File: src/rtl/decoder_8b10b_rx.sv
// decoder_8b10b_rx: 8b/10b receive decoder with RD tracking and code/disparity/comma flags; define DECODER_ERR_CNT_EN for ErrCount/ErrCountClr
module decoder_8b10b_rx #(
  parameter int ERR_CNT_W = 16
) (
  input  logic                 BitCLK_10,
  input  logic                 Reset,
  input  logic [9:0]           RxParallel_10,
  input  logic                 RxValid,
  output logic [7:0]           RxParallel_8,
  output logic                 RxDataK,
  output logic                 DataValid,
  output logic                 CodeErr,
  output logic                 DispErr,
  output logic                 CommaDet,
  output logic                 RdOut
`ifdef DECODER_ERR_CNT_EN
  ,
  output logic [ERR_CNT_W-1:0] ErrCount,
  input  logic                 ErrCountClr
`endif
);
  function automatic logic [5:0] dec6(input logic [5:0] s);
    case (s)
      6'b100111, 6'b011000: dec6 = {1'b1, 5'd0};
      6'b011101, 6'b100010: dec6 = {1'b1, 5'd1};
      6'b101101, 6'b010010: dec6 = {1'b1, 5'd2};
      6'b110001:            dec6 = {1'b1, 5'd3};
      6'b110101, 6'b001010: dec6 = {1'b1, 5'd4};
      6'b101001:            dec6 = {1'b1, 5'd5};
      6'b011001:            dec6 = {1'b1, 5'd6};
      6'b111000, 6'b000111: dec6 = {1'b1, 5'd7};
      6'b111001, 6'b000110: dec6 = {1'b1, 5'd8};
      6'b100101:            dec6 = {1'b1, 5'd9};
      6'b010101:            dec6 = {1'b1, 5'd10};
      6'b110100:            dec6 = {1'b1, 5'd11};
      6'b001101:            dec6 = {1'b1, 5'd12};
      6'b101100:            dec6 = {1'b1, 5'd13};
      6'b011100:            dec6 = {1'b1, 5'd14};
      6'b010111, 6'b101000: dec6 = {1'b1, 5'd15};
      6'b011011, 6'b100100: dec6 = {1'b1, 5'd16};
      6'b100011:            dec6 = {1'b1, 5'd17};
      6'b010011:            dec6 = {1'b1, 5'd18};
      6'b110010:            dec6 = {1'b1, 5'd19};
      6'b001011:            dec6 = {1'b1, 5'd20};
      6'b101010:            dec6 = {1'b1, 5'd21};
      6'b011010:            dec6 = {1'b1, 5'd22};
      6'b111010, 6'b000101: dec6 = {1'b1, 5'd23};
      6'b110011, 6'b001100: dec6 = {1'b1, 5'd24};
      6'b100110:            dec6 = {1'b1, 5'd25};
      6'b010110:            dec6 = {1'b1, 5'd26};
      6'b110110, 6'b001001: dec6 = {1'b1, 5'd27};
      6'b001110, 6'b001111, 6'b110000: dec6 = {1'b1, 5'd28};
      6'b101110, 6'b010001: dec6 = {1'b1, 5'd29};
      6'b011110, 6'b100001: dec6 = {1'b1, 5'd30};
      6'b101011, 6'b010100: dec6 = {1'b1, 5'd31};
      default:              dec6 = 6'd0;
    endcase
  endfunction
  function automatic logic [3:0] dec4(input logic [3:0] s);
    case (s)
      4'b0100, 4'b1011: dec4 = {1'b1, 3'd0};
      4'b1001:          dec4 = {1'b1, 3'd1};
      4'b0101:          dec4 = {1'b1, 3'd2};
      4'b0011, 4'b1100: dec4 = {1'b1, 3'd3};
      4'b0010, 4'b1101: dec4 = {1'b1, 3'd4};
      4'b1010:          dec4 = {1'b1, 3'd5};
      4'b0110:          dec4 = {1'b1, 3'd6};
      4'b0001, 4'b1110, 4'b0111, 4'b1000: dec4 = {1'b1, 3'd7};
      default:          dec4 = 4'd0;
    endcase
  endfunction
  logic [5:0] six, d6;
  logic [3:0] fghj, fx, d4;
  logic [2:0] p6, p4;
  logic k28, k28_ok, kx7, a7, a7_ok, rd_mid, rd_nxt, code_err, disp_err, is_k, comma;
  assign six  = RxParallel_10[5:0];
  assign fghj = RxParallel_10[9:6];
  assign p6   = 3'($countones(six));
  assign p4   = 3'($countones(fghj));
  assign k28  = six inside {6'b001111, 6'b110000};
  // K28 at RD+ carries complemented fghj relative to the data table
  assign fx   = six == 6'b110000 ? ~fghj : fghj;
  assign d6   = dec6(six);
  assign d4   = dec4(fx);
  assign k28_ok = fx inside {4'b0100, 4'b1001, 4'b0101, 4'b0011, 4'b0010, 4'b1010, 4'b0110, 4'b1000};
  assign a7   = fghj inside {4'b0111, 4'b1000};
  assign kx7  = a7 && (six inside {6'b111010, 6'b000101, 6'b110110, 6'b001001,
                                   6'b101110, 6'b010001, 6'b011110, 6'b100001});
  assign rd_mid = p6 > 3'd3 ? 1'b1 : p6 < 3'd3 ? 1'b0 : RdOut;
  assign rd_nxt = p4 > 3'd2 ? 1'b1 : p4 < 3'd2 ? 1'b0 : rd_mid;
  assign a7_ok = kx7 || k28
              || (fghj == 4'b0111 && !rd_mid && d6[4:0] inside {5'd17, 5'd18, 5'd20})
              || (fghj == 4'b1000 &&  rd_mid && d6[4:0] inside {5'd11, 5'd13, 5'd14});
  assign code_err = !d6[5] || !d4[3] || (k28 && !k28_ok) || (a7 && !a7_ok);
  assign disp_err = (p6 > 3'd3 && RdOut) || (p6 < 3'd3 && !RdOut)
                 || (p4 > 3'd2 && rd_mid) || (p4 < 3'd2 && !rd_mid)
                 || (six == 6'b111000 && RdOut) || (six == 6'b000111 && !RdOut)
                 || (fghj == 4'b1100 && rd_mid) || (fghj == 4'b0011 && !rd_mid);
  assign is_k  = (k28 && k28_ok) || kx7;
  assign comma = k28 && (fx inside {4'b1001, 4'b1010, 4'b1000});
  always_ff @(posedge BitCLK_10) begin
    if (!Reset) begin
      RxParallel_8 <= '0;
      RxDataK      <= 1'b0;
      DataValid    <= 1'b0;
      CodeErr      <= 1'b0;
      DispErr      <= 1'b0;
      CommaDet     <= 1'b0;
      RdOut        <= 1'b0;
    end else begin
      DataValid <= RxValid;
      if (RxValid) begin
        RxParallel_8 <= {d4[3] ? d4[2:0] : 3'd0, d6[5] ? d6[4:0] : 5'd0};
        RxDataK      <= is_k;
        CodeErr      <= code_err;
        DispErr      <= disp_err;
        CommaDet     <= comma;
        RdOut        <= rd_nxt;
      end
    end
  end
`ifdef DECODER_ERR_CNT_EN
  always_ff @(posedge BitCLK_10) begin
    if (!Reset || ErrCountClr)
      ErrCount <= '0;
    else if (RxValid && (code_err || disp_err) && !(&ErrCount))
      ErrCount <= ErrCount + ERR_CNT_W'(1);
  end
`endif
endmodule

File: config.mk
export PLATFORM = sky130hd
export DESIGN_NAME = decoder_8b10b_rx
export DESIGN_NICKNAME = d
export VERILOG_FILES = /design/src/rtl/decoder_8b10b_rx.sv
export SDC_FILE = /design/constraint.sdc
export NUM_CORES = 1
export LEC_CHECK = 0
export ABC_AREA = 1
export BUFFER_PORTS_ARGS = -buffer_cell sky130_fd_sc_hd__buf_2
export CORE_AREA = 2 2 57 64
export CTS_CLUSTER_DIAMETER = 120
export DETAILED_ROUTE_END_ITERATION = 7
export DIE_AREA = 0 0 59 66
export MAX_ROUTING_LAYER = met4
export PLACE_DENSITY = 0.8
export REMOVE_ABC_BUFFERS = 1
export SYNTH_ARGS = -nofsm -noshare
export SYNTH_HDL_FRONTEND = slang
export SYNTH_SLANG_ARGS = --single-unit
File: constraint.sdc
create_clock -name BitCLK_10 -period 4.1 [get_ports BitCLK_10]
set_input_delay 0.82 -clock BitCLK_10 [delete_from_list [all_inputs] [get_ports BitCLK_10]]
set_output_delay 0.82 -clock BitCLK_10 [all_outputs]
set_load 0.01 [all_outputs]
# == Word level (Yosys, flattened, before mapping) ==
# Memory sizes are Yosys's and may differ from the RTL's.
# Index checks and enable logic that the tools add are counted.
# W data, S select, Z words.
# word_totals
latchBits,0
register_bits,14
in_bits,13
romBits,448
wordCells,103
output_inout_bits,14
ram_bits,0
memories,2
# classes
n_reduce_logical,44
addsub,8
n_mul,0
order_cmp,4
n_shift,0
div_mod_pow,0
n_mux,7
n_eq_ne,30
bitwise_logic,1
# memory_table
name,words,width,read_ports,rd_clocked_by_memory_dff,wr,line_no,rtl
(name not given),64,6,1,0,0,23,case (s)
(name not given),16,4,1,0,0,60,case (s)
# ops
op,n
$eq A6 B6 Y1 const B,6
$eq A4 B4 Y1 const B,5
$logic_and A1 B1 Y1,17
$eq A4 B3 Y1 const B,4
$reduce_bool A8 Y1,2
$eq A5 B4 Y1 const B,3
$eq A5 B5 Y1 const B,3
$logic_or A1 B1 Y1,14
$eq A4 B2 Y1 const B,3
$eq A6 B3 Y1 const B,2
$eq A6 B4 Y1 const B,2
$eq A6 B5 Y1 const B,2
$add A1 B1 Y2,5
$reduce_bool A3 Y1,3
$add A2 B2 Y3,2
$gt A3 B2 Y1 const B,2
$logic_not A1 Y1,6
$lt A3 B2 Y1 const B,2
$mux W5,1
$mux W1,4
$mux W4,1
$not A4 Y4,1
$reduce_bool A2 Y1,2
$add A3 B2 Y3,1
$mux W3,1

# == Longest topological paths before layout ==
# depth
depth_word,14
mapped_depth,17
depth_no_buf,17

# == Worst setup path before layout ==
# No wires, ideal clock.
# synth_path
kind,input port to flip-flop
from,in RxParallel_10[0]
to,reg CodeErr
arrival_ns,3.277
n_path_buf,0
setup_time_ns,0.119
t_required_ns,3.981
stages,17
path_slack_ns,0.704
cell_sequence,fa_1 -> inv_1 -> fa_1 -> inv_1 -> ha_1 -> inv_1 -> fa_1 -> inv_1 -> nand3_1 -> nand2_1 -> nand4_1 -> nor2_1 -> nand2_1 -> a21oi_1 -> nand2_1 -> nand3_1 -> a21oi_1
# synth_via
elab_chain_len,14
word_cells_on_any_way,57
cone_classes,add/sub (3); order compare (2); eq/ne (24); mux (3); reduce/logical (23); memory (2)
# synth_lines
item,line_no,rtl
from (decl),7,"input logic [9:0] RxParallel_10,"
$add A1 B1 Y2 (not written as such),78,assign p6 = 3'($countones(six));
$add A2 B2 Y3 (not written as such),78,
$add A3 B2 Y3 (not written as such),78,
$lt A3 B2 Y1,89,assign rd_mid = p6 > 3'd3 ? 1'b1 : p6 < 3'd3 ? 1'b0 : RdOut;
$mux W1 (2 in series),89,
$logic_not A1 Y1,92,"|| (fghj == 4'b0111 && !rd_mid && d6[4:0] inside {5'd17, 5'd18, 5'd20})"
$logic_and A1 B1 Y1 (2 in series),92,
$logic_or A1 B1 Y1,92,
$logic_or A1 B1 Y1,93,"|| (fghj == 4'b1000 && rd_mid && d6[4:0] inside {5'd11, 5'd13, 5'd14});"
$logic_not A1 Y1,94,assign code_err = !d6[5] || !d4[3] || (k28 && !k28_ok) || (a7 && !a7_ok);
$logic_and A1 B1 Y1,94,
$logic_or A1 B1 Y1 *,94,
to (signal assigned),115,CodeErr <= code_err;
to (decl),12,"output logic CodeErr,"
# Every way passes the cells marked *; elsewhere a longest branch is shown, timed or not.
# A chain may end at the register's enable or synchronous reset.

# == Worst setup path after layout ==
# layout_path
from,in RxParallel_10[3]
to,reg CodeErr
# The elaborated chain is that of the path after synthesis.

==> insert_results.sql <==
INSERT INTO impl_metrics (metric_group, metric, value, unit) VALUES
('status', 'status', 'finished clean', ''),
('clock_tree', 'max-clock-path-buffers', '2', ''),
('timing', 'hold_violations', '0', ''),
('timing', 'setup_slack', '0.6362', 'ns'),
('global_route', 'vias_in_the_first_global_route', '1764', ''),
('drt', 'detail_route.wirelength', '4331', 'um'),
('timing', 'final_max_slew_viol_count', '0', ''),
('timing', 'max-slew-margin-rel', '0.6903', ''),
('clock_tree', 'cts_resized', '0', ''),
('timing', 'finClkSkew', '0.0001990', 'ns'),
('drt', 'drt-initial-drc-count', '74', ''),
('clock_tree', 'h-tree-depth', '1', ''),
('floorplan', 'die_area', '3894', 'sq um'),
('setup_path', 'setup_crit_end_kind', 'flip-flop', ''),
('global_route', 'grt_pass1_wl', '7162', 'um'),
('drt', 'route.antenna.remaining_nets', '0', ''),
('pwr', 'vdd_drop_max', '0.08591', 'mV'),
('clock_tree', 'cts_hold_buffers', '0', ''),
('pwr', 'p_per_area', '215.2', 'nW/um^2'),
('global_route', 'grt_start_max_net_pins', '18', ''),
('synthesis', 'synth_warn', '0', ''),
('clock_tree', 'cts_tree', 'built', ''),
('synthesis', 'synth.yosys.seq_area_share', '0.1546', ''),
('placement', 'numPortBuffers', '26', ''),
('placement', 'post-dp-hpwl', '3559', 'um'),
('clock_tree', 'cts.repair_timing.setup_buffer_count', '0', ''),
('timing', 'tightestPinTransition', '0.4628', 'ns'),
('setup_path', 'critPathArrivalTime', '3.63', 'ns'),
('timing', 'fin_crit_sh', '0.8448', ''),
('placement', 'place.gp.congestion', '0.9594', ''),
('timing', 'grt_setup_unrepaired', 'false', ''),
('clock_tree', 'cts_root_buf', 'clkbuf_4', ''),
('setup_path', 'setup_crit_path_kind', 'in -> reg', ''),
('floorplan', 'fp.coreArea', '3248', 'sq um'),
('pwr', 'p_leak', '1.096', 'nW'),
('drt', 'wl_per_cell', '12.06', 'um'),
('timing', 'totalNegativeSetupSlack', '0', 'ns'),
('global_route', 'number_of_antenna_violations_at_the_first_check_in_global_routing', '0', ''),
('drt', 'detailedRoute.firstPassIterationCount', '4', ''),
('timing', 'setup_viol', '0', ''),
('drt', 'vias', '1941', ''),
('floorplan', 'die_w', '59', 'um'),
('clock_tree', 'clock_sinks', '14', ''),
('floorplan', 'die_h', '66', 'um'),
('final_layout', 'design.final.nets', '359', ''),
('synthesis', 'synthesis.instances', '301', ''),
('placement', 'pre_cts_ws', '0.3724', 'ns'),
('synthesis', 'synth.lib_cells_used.distinct', '37', ''),
('final_layout', 'antenna-diode-count', '0', ''),
('final_layout', 'synthToLayoutAreaGrowth', '9.110', '%'),
('drt', 'vias_per_cell', '5.407', ''),
('synthesis', 'syn_area', '1813', 'sq um'),
('floorplan', 'fp-row-count', '22', ''),
('synthesis', 'postSynthAreaPerCell', '6.023', 'sq um'),
('final_layout', 'final_layout_size_suffix_gt1_frac', '0.1393', ''),
('clock_tree', 'tritoncts.num_buffers', '3', ''),
('floorplan', 'initial_core_utilization', '0.5582', ''),
('clock_tree', 'clock_insertion_delay_worst_skew', '0.27', 'ns'),
('flow_run', 'max_cap_violation_count', '0', ''),
('setup_path', 'worst_ep_required_time', '4.27', 'ns'),
('clock_tree', 'path_clk_slew', '0.07', 'ns'),
('global_route', 'globalRouteTotalUtil', '0.2349', ''),
('timing', 'timing.fmax', '288.7', 'MHz'),
('timing', 'post-route-min-period', '3.464', 'ns'),
('setup_path', 'worst_setup_path_start_kind', 'input pin', ''),
('drt', 'post-route-drc-count', '0', ''),
('floorplan', 'ios', '27', ''),
('global_route', 'grt_overflow', '0', ''),
('synthesis', 'ys_seq_elements', '14', ''),
('hold_path', 'hold_path.class', 'reg -> reg', ''),
('setup_path', 'path_max_fanout', '15', '');
## synthesized netlist by cell type
master / count / area, sq um
buf_2: 2 / 10.01
a21oi_1: 12 / 60.06
nand2_2: 5 / 31.28
nor3_1: 1 / 5.000
fa_1: 4 / 80.08
inv_2: 2 / 7.510
ha_1: 17 / 212.7
o31ai_1: 1 / 7.510
nand2_1: 81 / 304.0
a21oi_2: 1 / 8.760
nor2_1: 24 / 90.09
nor3b_1: 2 / 15.01
o2111ai_1: 2 / 17.52
a211oi_1: 2 / 15.01
xor2_1: 2 / 17.52
o311ai_0: 1 / 8.760
o22ai_1: 1 / 6.260
a32o_1: 1 / 10.01
nand4_1: 4 / 25.02
inv_1: 45 / 168.9
buf_4: 1 / 7.510
o21ai_2: 1 / 8.760
o21ai_0: 16 / 80.08
clkbuf_1: 4 / 15.01
or2_2: 1 / 6.260
o211ai_1: 3 / 22.52
a31oi_1: 1 / 6.260
or3b_2: 1 / 8.760
nand3_1: 39 / 195.2
nor2_4: 1 / 11.26
nor2_2: 3 / 18.77
dfxtp_1: 14 / 280.3
nand2_4: 1 / 11.26
a21o_1: 1 / 7.510
o2bb2ai_1: 1 / 8.760
a21boi_1: 2 / 15.01
a32oi_1: 1 / 8.760
## metrics by stage
stage	instance area [sq um]	hold slack, ns	total power, W	std cells	utilization
after floorplan	1780	0.4887	0.0002950	294	-
after global placement	1956	0.4496	0.0003520	356	0.6021
after detailed placement	1956	0.4509	0.0003542	356	0.6021
after CTS	1978	0.4627	0.0004273	359	0.6090
after global routing	1978	0.4814	0.0004616	359	0.6090
final	1978	0.4616	0.0004258	359	0.6090
## sequential cells by signal (all words and copies together), names as in the netlist
signal        flops
CodeErr           1
CommaDet          1
RxDataK           1
DispErr           1
RxParallel_8      8
RdOut             1
DataValid         1
## final cells by class
cell class                      instances  area, sq um
Timing Repair Buffer                   26        130.1
Clock buffer                            3        22.52
Sequential cell                        14        280.3
Tap cell                               36        45.04
Multi-Input combinational cell        233         1324
Inverter                               47        176.4
Fill cell                             334         1270
## report_power, final
part | leakage [nW] | internal (W) | switching (W)
registers | 0.115 | 0.000146 | 0.00000554
clock network | 0.0138 | 0.0000340 | 0.0000390
logic | 0.967 | 0.0000727 | 0.000128
## kinds of logic (layout without fill, tap and decap cells)
logic type               count (synthesis)  in the layout  share of synthesized area
AO/OA/AOI/OAI                           47             47                     0.1608
XOR/XNOR                                 2              2                   0.009664
adder cells (fa/ha/maj)                 21             21                     0.1615
buffers and inverters                   54             76                     0.1153
flip-flops                              14             14                     0.1546
AND/OR/NAND/NOR                        163            163                     0.3982
## critical path, stage by stage
cell	delay (ns)
buf_2	0.19
fa_1	0.50
inv_1	0.05
fa_1	0.47
inv_1	0.04
ha_1	0.16
inv_1	0.06
fa_1	0.40
inv_1	0.08
nand3_1	0.10
nand2_1	0.17
nand4_1	0.10
nor2_1	0.12
nand2_1	0.06
a21oi_1	0.11
nand2_1	0.06
nand3_1	0.07
a21oi_1	0.06
## metal layers
metal,GRT usage,wire length [um],up-vias
li1,-,-,1022
met5,-,0,-
met4,0.07955,108,0
met3,0.01761,136,14
met2,0.4125,2091,44
met1,0.2801,1996,861
## worst paths after layout
check	startpoint	endpoint	slack, ns	depth (start not counted)
worst max-delay path	RxParallel_10[3]	CodeErr$_SDFFE_PN0P_	0.64	18
worst min-delay path	RxParallel_8[6]$_SDFFE_PN0P_	RxParallel_8[6]$_SDFFE_PN0P_	0.46	2
worst max register to register	RdOut$_SDFFE_PN0P_	CodeErr$_SDFFE_PN0P_	2.67	9
worst min register to register	RxParallel_8[6]$_SDFFE_PN0P_	RxParallel_8[6]$_SDFFE_PN0P_	0.46	2
## layout by cell type, fill, tap and decap left out, drive strengths merged, types with 2 or more instances in the layout
master / instances
a211oi: 2
a21boi: 2
a21oi: 13
buf: 26
clkbuf: 3
dfxtp: 14
fa: 4
ha: 17
inv: 47
nand2: 87
nand3: 39
nand4: 4
nor2: 28
nor3b: 2
o2111ai: 2
o211ai: 3
o21ai: 17
xor2: 2
Note: power is estimated with default switching activity, not from simulation.
